### src/rtl/fetch_queue.sv
// Instruction fetch stage: owns the PC, issues one outstanding word read at a time,
// and queues {pc, inst} pairs for decode. Optional counters under FETCH_PERF_CNT_EN.
module fetch_queue #(
    parameter int          DEPTH    = 2,
    parameter logic [31:0] RESET_PC = 32'h0000_0000
) (
    input  logic        clk,
    input  logic        reset,
    output logic        imem_req,
    output logic [31:0] imem_addr,
    input  logic        imem_gnt,
    input  logic        imem_rvalid,
    input  logic [31:0] imem_rdata,
    input  logic        redirect,
    input  logic [31:0] redirect_pc,
    output logic        id_valid,
    input  logic        id_ready,
    output logic [31:0] id_inst,
`ifdef FETCH_PERF_CNT_EN
    output logic [31:0] perf_fetched,
    output logic [31:0] perf_flushed,
`endif
    output logic [31:0] id_pc
);
    localparam int          PW  = $clog2(DEPTH);
    localparam int          CW  = PW + 1;
    localparam logic [31:0] NOP = 32'h0000_0013;

    typedef struct packed {
        logic [31:0] pc;
        logic [31:0] inst;
    } entry_t;

    entry_t [DEPTH-1:0] fifo;
    logic [31:0]        fetch_pc, issued_pc;
    logic               outstanding, discard;
    logic [PW-1:0]      rd_ptr, wr_ptr;
    logic [CW-1:0]      count;
    logic               resp, push, pop, grant, drop;
    logic               unused_bits;

    assign unused_bits = ^redirect_pc[1:0];

    assign resp     = imem_rvalid && outstanding;
    assign push     = resp && !discard && !redirect;
    assign drop     = resp && (discard || redirect);
    assign id_valid = (count != '0);
    assign pop      = id_valid && id_ready && !redirect;

    // Holding the request until the FIFO has a free slot reserves room for the reply.
    assign imem_req  = !reset && !outstanding && !redirect && (count < CW'(DEPTH));
    assign grant     = imem_req && imem_gnt;
    assign imem_addr = fetch_pc;

    assign id_inst = id_valid ? fifo[rd_ptr].inst : NOP;
    assign id_pc   = id_valid ? fifo[rd_ptr].pc   : 32'h0;

    always_ff @(posedge clk or posedge reset) begin
        if (reset) begin
            fetch_pc    <= RESET_PC;
            issued_pc   <= RESET_PC;
            outstanding <= 1'b0;
            discard     <= 1'b0;
            rd_ptr      <= '0;
            wr_ptr      <= '0;
            count       <= '0;
        end else if (redirect) begin
            fetch_pc <= {redirect_pc[31:2], 2'b00};
            rd_ptr   <= '0;
            wr_ptr   <= '0;
            count    <= '0;
            // A reply landing this cycle is swallowed here; otherwise mark it stale.
            if (resp) begin
                outstanding <= 1'b0;
                discard     <= 1'b0;
            end else if (outstanding) begin
                discard <= 1'b1;
            end
        end else begin
            if (push) wr_ptr <= wr_ptr + 1'b1;
            if (pop)  rd_ptr <= rd_ptr + 1'b1;
            count <= count + CW'(push) - CW'(pop);
            if (resp) begin
                outstanding <= 1'b0;
                discard     <= 1'b0;
            end else if (grant) begin
                outstanding <= 1'b1;
                issued_pc   <= fetch_pc;
                fetch_pc    <= fetch_pc + 32'd4;
            end
        end
    end

    always_ff @(posedge clk) begin
        if (push) fifo[wr_ptr] <= {issued_pc, imem_rdata};
    end

`ifdef FETCH_PERF_CNT_EN
    always_ff @(posedge clk or posedge reset) begin
        if (reset) begin
            perf_fetched <= '0;
            perf_flushed <= '0;
        end else begin
            if (push) perf_fetched <= perf_fetched + 32'd1;
            perf_flushed <= perf_flushed + (redirect ? 32'(count) : 32'd0) + {31'd0, drop};
        end
    end
`endif

endmodule

### config.mk
export PLATFORM = sky130hd
export DESIGN_NAME = fetch_queue
export DESIGN_NICKNAME = d
export VERILOG_FILES = /design/src/rtl/fetch_queue.sv
export SDC_FILE = /design/constraint.sdc
export NUM_CORES = 1
export LEC_CHECK = 0
export CORE_ASPECT_RATIO = 1.2
export CORE_MARGIN = 5
export CORE_UTILIZATION = 30
export DETAILED_ROUTE_END_ITERATION = 7
export GPL_TIMING_DRIVEN = 0
export PLACE_DENSITY = 0.5
export SYNTH_ARGS = -nofsm -noshare
export SYNTH_HDL_FRONTEND = slang
export SYNTH_SLANG_ARGS = --single-unit
### constraint.sdc
create_clock -name clk -period 7.9 [get_ports clk]
set_input_delay 1.58 -clock clk [delete_from_list [all_inputs] [get_ports clk]]
set_output_delay 1.58 -clock clk [all_outputs]
set_load 0.1 [all_outputs]
# ---- Word-level counts from Yosys, hierarchy flattened
# Cells that the tools add are included.
dict set report totals {
  register_bits 198
  latch_bits 0
  ram_bits 0
  mem_bits_ro 0
  inputBits 70
  output_inout_bits 98
  elab_cells 71
  memories 0
}
dict set report classes {
  n_addsub 5
  multipliers 0
  n_div 0
  n_lt_le_gt_ge 4
  eq_ne 2
  n_shift 0
  n_mux 22
  n_bitwise 2
  n_reduce_logical 25
}
# cell count
set op_table {}
lappend op_table {{$mux W64} 3}
lappend op_table {{$mux W32} 5}
lappend op_table {{$bwmux W128} 1}
lappend op_table {{$demux W64 S1} 1}
lappend op_table {{$add A32 B3 Y32 const B} 1}
lappend op_table {{$reduce_bool A2 Y1} 7}
lappend op_table {{$mux W1} 11}
lappend op_table {{$logic_and A1 B1 Y1} 10}
lappend op_table {{$reduce_and A2 Y1} 3}
lappend op_table {{$logic_not A1 Y1} 4}
lappend op_table {{$lt A1 B2 Y1 const B} 2}
lappend op_table {{$reduce_and A3 Y1} 1}
lappend op_table {{$add A1 B1 Y1 const B} 2}
lappend op_table {{$add A2 B1 Y2} 1}
lappend op_table {{$lt A2 B2 Y1 const B} 1}
lappend op_table {{$mux W2} 1}
lappend op_table {{$ne A2 B1 Y1 const B} 1}
lappend op_table {{$ne A2 B2 Y1 const B} 1}
lappend op_table {{$not A1 Y1} 2}
lappend op_table {{$sub A2 B1 Y2} 1}
lappend op_table {{$ge A1 B1 Y1 const B} 1}

# ---- Logic depth before layout (Yosys ltp)
# Gate-level depths: netlist (run 1).
dict set report depth {
  depth_word 8
  ltp_mapped 9
}

# ---- Least setup slack after synthesis (run 1)
# OpenSTA, ideal clock, no wires.
dict set report synth_path {
  kind {input -> register}
  startpoint {in redirect}
  endpoint {reg fifo[100] (netlist bit) (enable)}
  setup_ns 0.571
  arrival_ns 6.763
  t_required_ns 7.329
  setup_slack_ns 0.565
  stages 4
  cell_sequence {clkbuf_1 > buf_1 > clkbuf_1 > nor3b_1}
}
dict set report synth_between {
  elab_chain_len 2
}
# item line_no
set synth_lines {}
lappend synth_lines {{start, declared} 14} ;# input logic redirect,
lappend synth_lines {{$logic_not A1 Y1} 45} ;# assign push = resp && !discard && !redirect;
lappend synth_lines {{$logic_and A1 B1 Y1} 45}
lappend synth_lines {{end signal, assigned by index} 95} ;# if (push) fifo[wr_ptr] <= {issued_pc, imem_rdata};
lappend synth_lines {{end, declared} 34} ;# entry_t [DEPTH-1:0] fifo;
# Every way passes these cells.
# A chain may end at the register's enable or synchronous reset.

# ---- Worst setup path in the final report (run 1)
dict set report layout_path {
  startpoint {in redirect}
  endpoint {out imem_req}
}
dict set report layout_between {
  elab_chain_len 3
}
# item line_no
set layout_lines {}
lappend layout_lines {{$logic_not A1 Y1} 51} ;# assign imem_req = !reset && !outstanding && !redirect && (count < CW'(DEPTH));
lappend layout_lines {{$logic_and A1 B1 Y1 (2 in series)} 51}
lappend layout_lines {{end, declared} 9} ;# output logic imem_req,
# Every way passes these cells.

==> impl_metrics.json, run 1 <==
{
  "status": "complete, no violations",
  "power.switching_w": 0.000945,
  "numCtsBuffers": 17,
  "worstPathRequired_ns": 6.32,
  "maxCapViolations": 0,
  "io_pins": 168,
  "hold_end": "fifo[39]",
  "wirelength_mm": 20.9,
  "final_cells": 1176,
  "post-route-min-period_ns": 5.50,
  "placed_cells": 1144,
  "cp_top_family": "buffers and inverters",
  "p_sw_share_pct": 34.2,
  "synth_cells": 630,
  "n_fill_cell": 2547,
  "numClockSinks": 190,
  "synthSimpleGateAreaFrac_pct": 14.8,
  "p_comb_share_pct": 24.6,
  "cts_setup_buffers": 0,
  "crit_arrival_ns": 3.92,
  "cts_buffer_depth": 2,
  "drtAntennaViolNets": 0,
  "die_w_microns": 158,
  "fmax_mhz": 182,
  "synth_area_per_cell_sq_um": 12.6,
  "clockRootBuffer": "clkbuf_16",
  "slowest_stage": "clkdlybuf4s50_1",
  "power_density_mw_per_mm2": 257,
  "dp_hpwl_mm": 15.4,
  "grt_antenna_before_repair": 0,
  "seq_power_share_pct": 44.0,
  "first_iter_violations": 257,
  "tightest_slew_ns": 1.09,
  "via_per_inst": 4.66,
  "synth_top_family_by_area": "simple AND/OR/NAND/NOR gates",
  "grt_usage_pct": 14.2,
  "core_sq_mm": 0.0262,
  "finClkSkew_ns": 0.0100,
  "synth-xor-area-share_pct": 0.885,
  "r2r_end": "imem_addr[25]",
  "clockPowerShare_pct": 31.4,
  "worst_setup_path_start_kind": "primary input",
  "clk_latency_ns": 0.42,
  "dieArea_sq_mm": 0.0297,
  "rr_startpoint": "outstanding",
  "leakagePower_nw": 3.87,
  "port_buffers": 161,
  "gp_congestion": 0.795,
  "yosysWarnings": 0,
  "via_count": 5482,
  "cp_max_fo": 7,
  "wl_per_cell_microns": 17.8,
  "hp-start": "issued_pc[7]",
  "syn2layout_area_growth_pct": 35.8,
  "ctsHoldBuffers": 0,
  "hold_viol": 0,
  "synth_cell_type_count": 55,
  "min_path_cells": 0,
  "initial_core_util_pct": 30.2,
  "cts.htree.levels": 4,
  "drtPass1Iterations": 5,
  "grt_pass1_vias": 5637,
  "seqCellArea_sq_mm": 0.00538,
  "cts_resized": 0,
  "setup_viol": 0,
  "grt_pass1_wl_mm": 32.4,
  "grt_overflow": 0,
  "multi_input_area_sq_mm": 0.00237,
  "cpMostUsedCell": "clkdlybuf4s50_1",
  "min_period_over_period_pct": 69.7,
  "r2r_cells": 5,
  "end_kind": "output port",
  "nNetsFinal": 900,
  "die_h_microns": 188,
  "rsz0062_at_grt": "no",
  "power.internal_w": 0.00182,
  "synth_compound_area_share_pct": 5.15,
  "worst-path-buf-inv": 2,
  "synth.area.mux_share_pct": 8.47,
  "cts_tree": "done",
  "drc_errors": 0,
  "diodes": 0,
  "synth_edf_count": 124,
  "drive_above_1_share_pct": 7.61,
  "slew_headroom_pct": 27.3,
  "setup_tns_ns": 0,
  "synth_seq_cells": 190,
  "synthAdderAreaFrac_pct": 0.316,
  "synthesis.area_sq_mm": 0.00791,
  "ir_drop_mv": 0.127,
  "mostFrequentLayoutCell": "clkdlybuf4s50_1",
  "clk_pin_slew_ns": 0.06,
  "slowest_delay_ns": 1.25,
  "ys_async_sr_fraction_pct": 34.7,
  "drv_slew": 0,
  "final_cell_mix": "clkdlybuf4s50_1, edfxtp_1, nand2_1, nor2_1, mux2i_1",
  "worstSetupPathType": "in -> out",
  "num_rows": 65,
  "grt_max_degree": 66,
  "path_cells": "clkdlybuf4s50_1 > nor4_4 > clkdlybuf4s50_1",
  "r2r_setup_slack_ns": 5.39,
  "ys_seq_area_share_pct": 67.9,
  "synth_top_flop_cell": "edfxtp_1",
  "hp-class": "reg -> reg"
}
-- synth_stat cells, drive strengths merged, types with 2 or more instances --
cell,number,area [sq um]
nor4,5,52.6
inv,8,30.0
nor2,74,278
and3,9,57.6
dfrtp,66,1650
o21bai,2,15.0
clkbuf,20,75.1
and4,3,28.8
edfxtp,124,3720
or4,3,26.3
a311oi,3,26.3
a221o,2,20.0
mux2i,67,671
o311ai,5,43.8
nand4,9,56.3
and2,3,18.8
xnor2,5,43.8
nand2,112,423
o22ai,2,12.5
xor2,3,26.3
nor2b,2,12.5
o21ai,13,65.1
o211ai,6,45.0
or3,3,18.8
a21oi,8,40.0
o21a,3,22.5
nor3,10,50.1
nand2b,2,12.5
ha,2,25.0
a41oi,3,26.3
buf,16,86.3
nand3,22,110
-- sequential cells by signal, indices dropped and copies added, names as in the netlist --
name         count
fifo           124
discard          1
issued_pc       30
outstanding      1
count            2
rd_ptr           1
imem_addr       30
wr_ptr           1
-- per-stage QoR --
step	hold slack (ns)	setup WS, ns	instance area, sq um	power, W	util [%]
after floorplan	0.442	0.565	7930	0.00172	-
after global placement	0.450	-4.10	9960	0.00192	38.0
after detailed placement	0.456	2.41	10200	0.00193	38.8
after CTS	0.471	2.41	10700	0.00280	41.0
after global routing	0.482	2.38	10700	0.00288	41.0
final	0.468	2.40	10700	0.00277	41.0
-- power by group through the flow --
| stage | Combinational [W] | Clock [W] | Sequential (W) |
|---|---|---|---|
| 2_1_floorplan | 0.000384 | 0 | 0.00133 |
| 3_3_place_gp | 0.000682 | 0 | 0.00124 |
| 3_5_place_dp | 0.000687 | 0 | 0.00124 |
| 4_1_cts | 0.000689 | 0.000893 | 0.00122 |
| 5_1_grt | 0.000719 | 0.000935 | 0.00123 |
| 6_report | 0.000679 | 0.000869 | 0.00122 |
-- worst max path at each step --
stage	start	endpoint	slack, ns	cells past startpoint
finish	redirect	imem_req	2.40	3
global route	redirect	imem_req	2.38	3
CTS	redirect	imem_req	2.41	3
detailed placement	redirect	imem_req	2.41	3
global placement	redirect	fifo[114]	-4.10	5
floorplan	redirect	fifo[100]	0.57	4
-- layer usage --
layer	vias up	track usage (%)	share of wire [%]	routed length, microns
li1	2659	-	-	-
met1	2644	19.0	43	9070
met2	165	23.6	50	10500
met3	14	3.42	5.9	1240
met4	0	3.05	0.86	180
met5	-	0	0	0
-- worst reg2reg max path, delay by kind of cell (launching register included) --
kind / cells / cell delay, ns
AND/OR/NAND/NOR: 3 / 1.63
AO/OA/AOI/OAI: 2 / 0.33
flip-flops: 1 / 0.44
-- cells by family (layout without fill, tap and decap cells) --
kind of cell             after synthesis  after routing
buffers and inverters                 44            252
flip-flops                           190            190
AND/OR/NAND/NOR                      260            260
XOR/XNOR                               8              8
multiplexers                          67             67
other                                  1              4
AO/OA/AOI/OAI                         58             58
adder cells (fa/ha/maj)                2              2
-- cell type report --
| cell class | instances | share of cell area, % |
|---|---|---|
| Clock inverter | 10 | 1.19 |
| Sequential cell | 190 | 50.0 |
| Clock buffer | 22 | 4.33 |
| Timing Repair Buffer | 176 | 16.7 |
| Tap cell | 335 | 3.90 |
| Buffer | 36 | 1.50 |
| Inverter | 8 | 0.303 |
| Multi-Input combinational cell | 399 | 22.0 |
(Power assumes the default switching activity.)
==> run 2, diff against run 1 <==
--- a/config.mk
+++ b/config.mk
@@ -10,7 +10,7 @@
 export CORE_UTILIZATION = 30
 export DETAILED_ROUTE_END_ITERATION = 7
 export GPL_TIMING_DRIVEN = 0
-export PLACE_DENSITY = 0.5
+export PLACE_DENSITY = 0.52
 export SYNTH_ARGS = -nofsm -noshare
 export SYNTH_HDL_FRONTEND = slang
 export SYNTH_SLANG_ARGS = --single-unit
==> constraint.sdc (replaced) <==
create_clock -name clk -period 5.02 [get_ports clk]
set_input_delay 1.004 -clock clk [delete_from_list [all_inputs] [get_ports clk]]
set_output_delay 1.004 -clock clk [all_outputs]
set_load 0.1 [all_outputs]
==> run 2 against run 1 <==
  * Critical path type is now reg -> out
  * Combinational power increased by 59%
  * Largest power group unchanged
  * Register-to-register slack got worse by 2.8 ns
  * First-iteration DRC count decreased by 5.4%
  * Setup slack got worse by 2.0 ns
  * Hold slack improved by 0.0044 ns
==> impl_metrics.json, run 2 (synthesis results as in run 1) <==
{
  "first_iter_violations": 243,
  "numCtsBuffers": 17,
  "drive_above_1_share_pct": 7.31,
  "dieArea_sq_mm": 0.0297,
  "seq_power_share_pct": 44.0,
  "cts_tree": "done",
  "end_kind": "output port",
  "power.total_w": 0.00435,
  "power.switching_w": 0.00152,
  "crit_arrival_ns": 3.64,
  "clk_latency_ns": 0.43,
  "via_per_inst": 4.63,
  "cts_setup_buffers": 0,
  "slew_headroom_pct": 28.6,
  "p_comb_share_pct": 24.7,
  "fmax_mhz": 215,
  "wl_per_cell_microns": 18.1,
  "leakagePower_nw": 3.87,
  "cts_buffer_depth": 2,
  "ir_drop_mv": 0.212,
  "ctsHoldBuffers": 0,
  "clockPowerShare_pct": 31.2,
  "grt_pass1_wl_mm": 32.7,
  "cp_max_fo": 10,
  "diodes": 0,
  "maxCapViolations": 0,
  "num_rows": 65,
  "numClockSinks": 190,
  "r2r_end": "imem_addr[11]",
  "die_w_microns": 158,
  "rr_startpoint": "outstanding",
  "finClkSkew_ns": 0.00971,
  "core_sq_mm": 0.0262,
  "grt_overflow": 0,
  "grt_antenna_before_repair": 0,
  "hold_viol": 0,
  "cts_resized": 0,
  "cts.htree.levels": 4,
  "top_register": "fifo",
  "via_count": 5418,
  "drc_errors": 0,
  "drtPass1Iterations": 4,
  "syn2layout_area_growth_pct": 36.2,
  "port_buffers": 161,
  "grt_usage_pct": 14.5,
  "utilization_pct": 41.2,
  "r2r_cells": 7,
  "power_density_mw_per_mm2": 403,
  "largest_reg_flops": 124,
  "drv_slew": 0,
  "fin_hold_ws_ns": 0.473,
  "final_cell_mix": "clkdlybuf4s50_1, edfxtp_1, nand2_1, nor2_1, mux2i_1",
  "crit_end": "id_pc[21]",
  "mostFrequentLayoutCell": "clkdlybuf4s50_1",
  "p_sw_share_pct": 35.1,
  "grt_max_degree": 67,
  "worst_setup_path_start_kind": "flop",
  "power.internal_w": 0.00282,
  "drtAntennaViolNets": 0,
  "tightest_slew_ns": 1.07,
  "worstPathRequired_ns": 4.02,
  "nNetsFinal": 893,
  "grt_pass1_vias": 5646,
  "gp_congestion": 0.796,
  "die_h_microns": 188,
  "status": "complete, no violations",
  "clk_pin_slew_ns": 0.07,
  "post-route-min-period_ns": 4.64,
  "wirelength_mm": 21.2,
  "dp_hpwl_mm": 15.3,
  "io_pins": 168,
  "rsz0062_at_grt": "no",
  "initial_core_util_pct": 30.2,
  "worstSetupPathType": "reg -> out",
  "min_period_over_period_pct": 92.5,
  "hp-class": "reg -> reg",
  "setup_viol": 0,
  "r2r_setup_slack_ns": 2.54,
  "cp-startpoint": "count[1]",
  "clockRootBuffer": "clkbuf_16"
}
## run 2: cell types whose count changed in the layout (fill, tap and decap cells not counted)
cell,previous run,this run
nor3b_4,0,1
inv_6,3,6
buf_6,14,0
bufinv_16,2,1
buf_16,1,6
buf_8,0,2
nor3_2,1,0
clkinv_8,0,2
clkinv_2,1,2
nor3_4,0,1
nor3b_2,1,0
clkbuf_1,24,20
inv_8,1,0
## run 2: cell type report
type                            instances  area, sq um
Clock buffer                           18          450
Timing Repair Buffer                  169         1810
Sequential cell                       190         5380
Multi-Input combinational cell        399         2380
Tap cell                              335          419
Buffer                                 36          161
Clock inverter                         14          150
Fill cell                            2517        15400
Inverter                                8         32.5
## run 2: how the worst min path moves through the flow
stage / startpoint / to / slack (ns) / cells past startpoint
final: issued_pc[8] / fifo[40] / 0.47 / 0
after floorplan: issued_pc[4] / fifo[100] / 0.44 / 0
after global placement: issued_pc[19] / fifo[51] / 0.45 / 0
after detailed placement: issued_pc[11] / fifo[43] / 0.46 / 0
after CTS: issued_pc[11] / fifo[107] / 0.47 / 0
after global routing: issued_pc[15] / fifo[111] / 0.49 / 0
## run 2: critical path, cell delays in order, from the launching register on
cell and delay, ns:
dfrtp_1 0.43, nor2_1 0.64, clkbuf_1 0.49, buf_1 0.46, nor2_1 0.17, clkdlybuf4s50_1 1.01
## run 2: per-layer routing
layer  GRT usage (%)  routed length, microns  vias up
li1                -                       -     2648
met1            18.2                    8980     2625
met2            25.1                   10900      134
met3            3.65                    1080       11
met4            3.38                     224        0
met5               0                       0        -
## run 2: through the flow
| step | cell area (sq um) | setup slack, ns | TNS (ns) | instances |
|---|---|---|---|---|
| after CTS | 10800 | 0.149 | 0 | 1169 |
| after global placement | 9970 | -2.43 | -299.53 | 1129 |
| after floorplan | 7940 | 0.456 | 0 | 633 |
| final | 10800 | 0.376 | 0 | 1169 |
| after global routing | 10800 | 0.0577 | 0 | 1169 |
| after detailed placement | 10200 | 0.571 | 0 | 1137 |
## run 2: power by group through the flow
| stage | registers [W] | logic, W | clock network, W |
|---|---|---|---|
| after floorplan | 0.00209 | 0.000605 | 0 |
| after global placement | 0.00194 | 0.00108 | 0 |
| after detailed placement | 0.00195 | 0.00109 | 0 |
| after CTS | 0.00191 | 0.00109 | 0.00140 |
| after global routing | 0.00193 | 0.00114 | 0.00146 |
| final | 0.00191 | 0.00108 | 0.00136 |
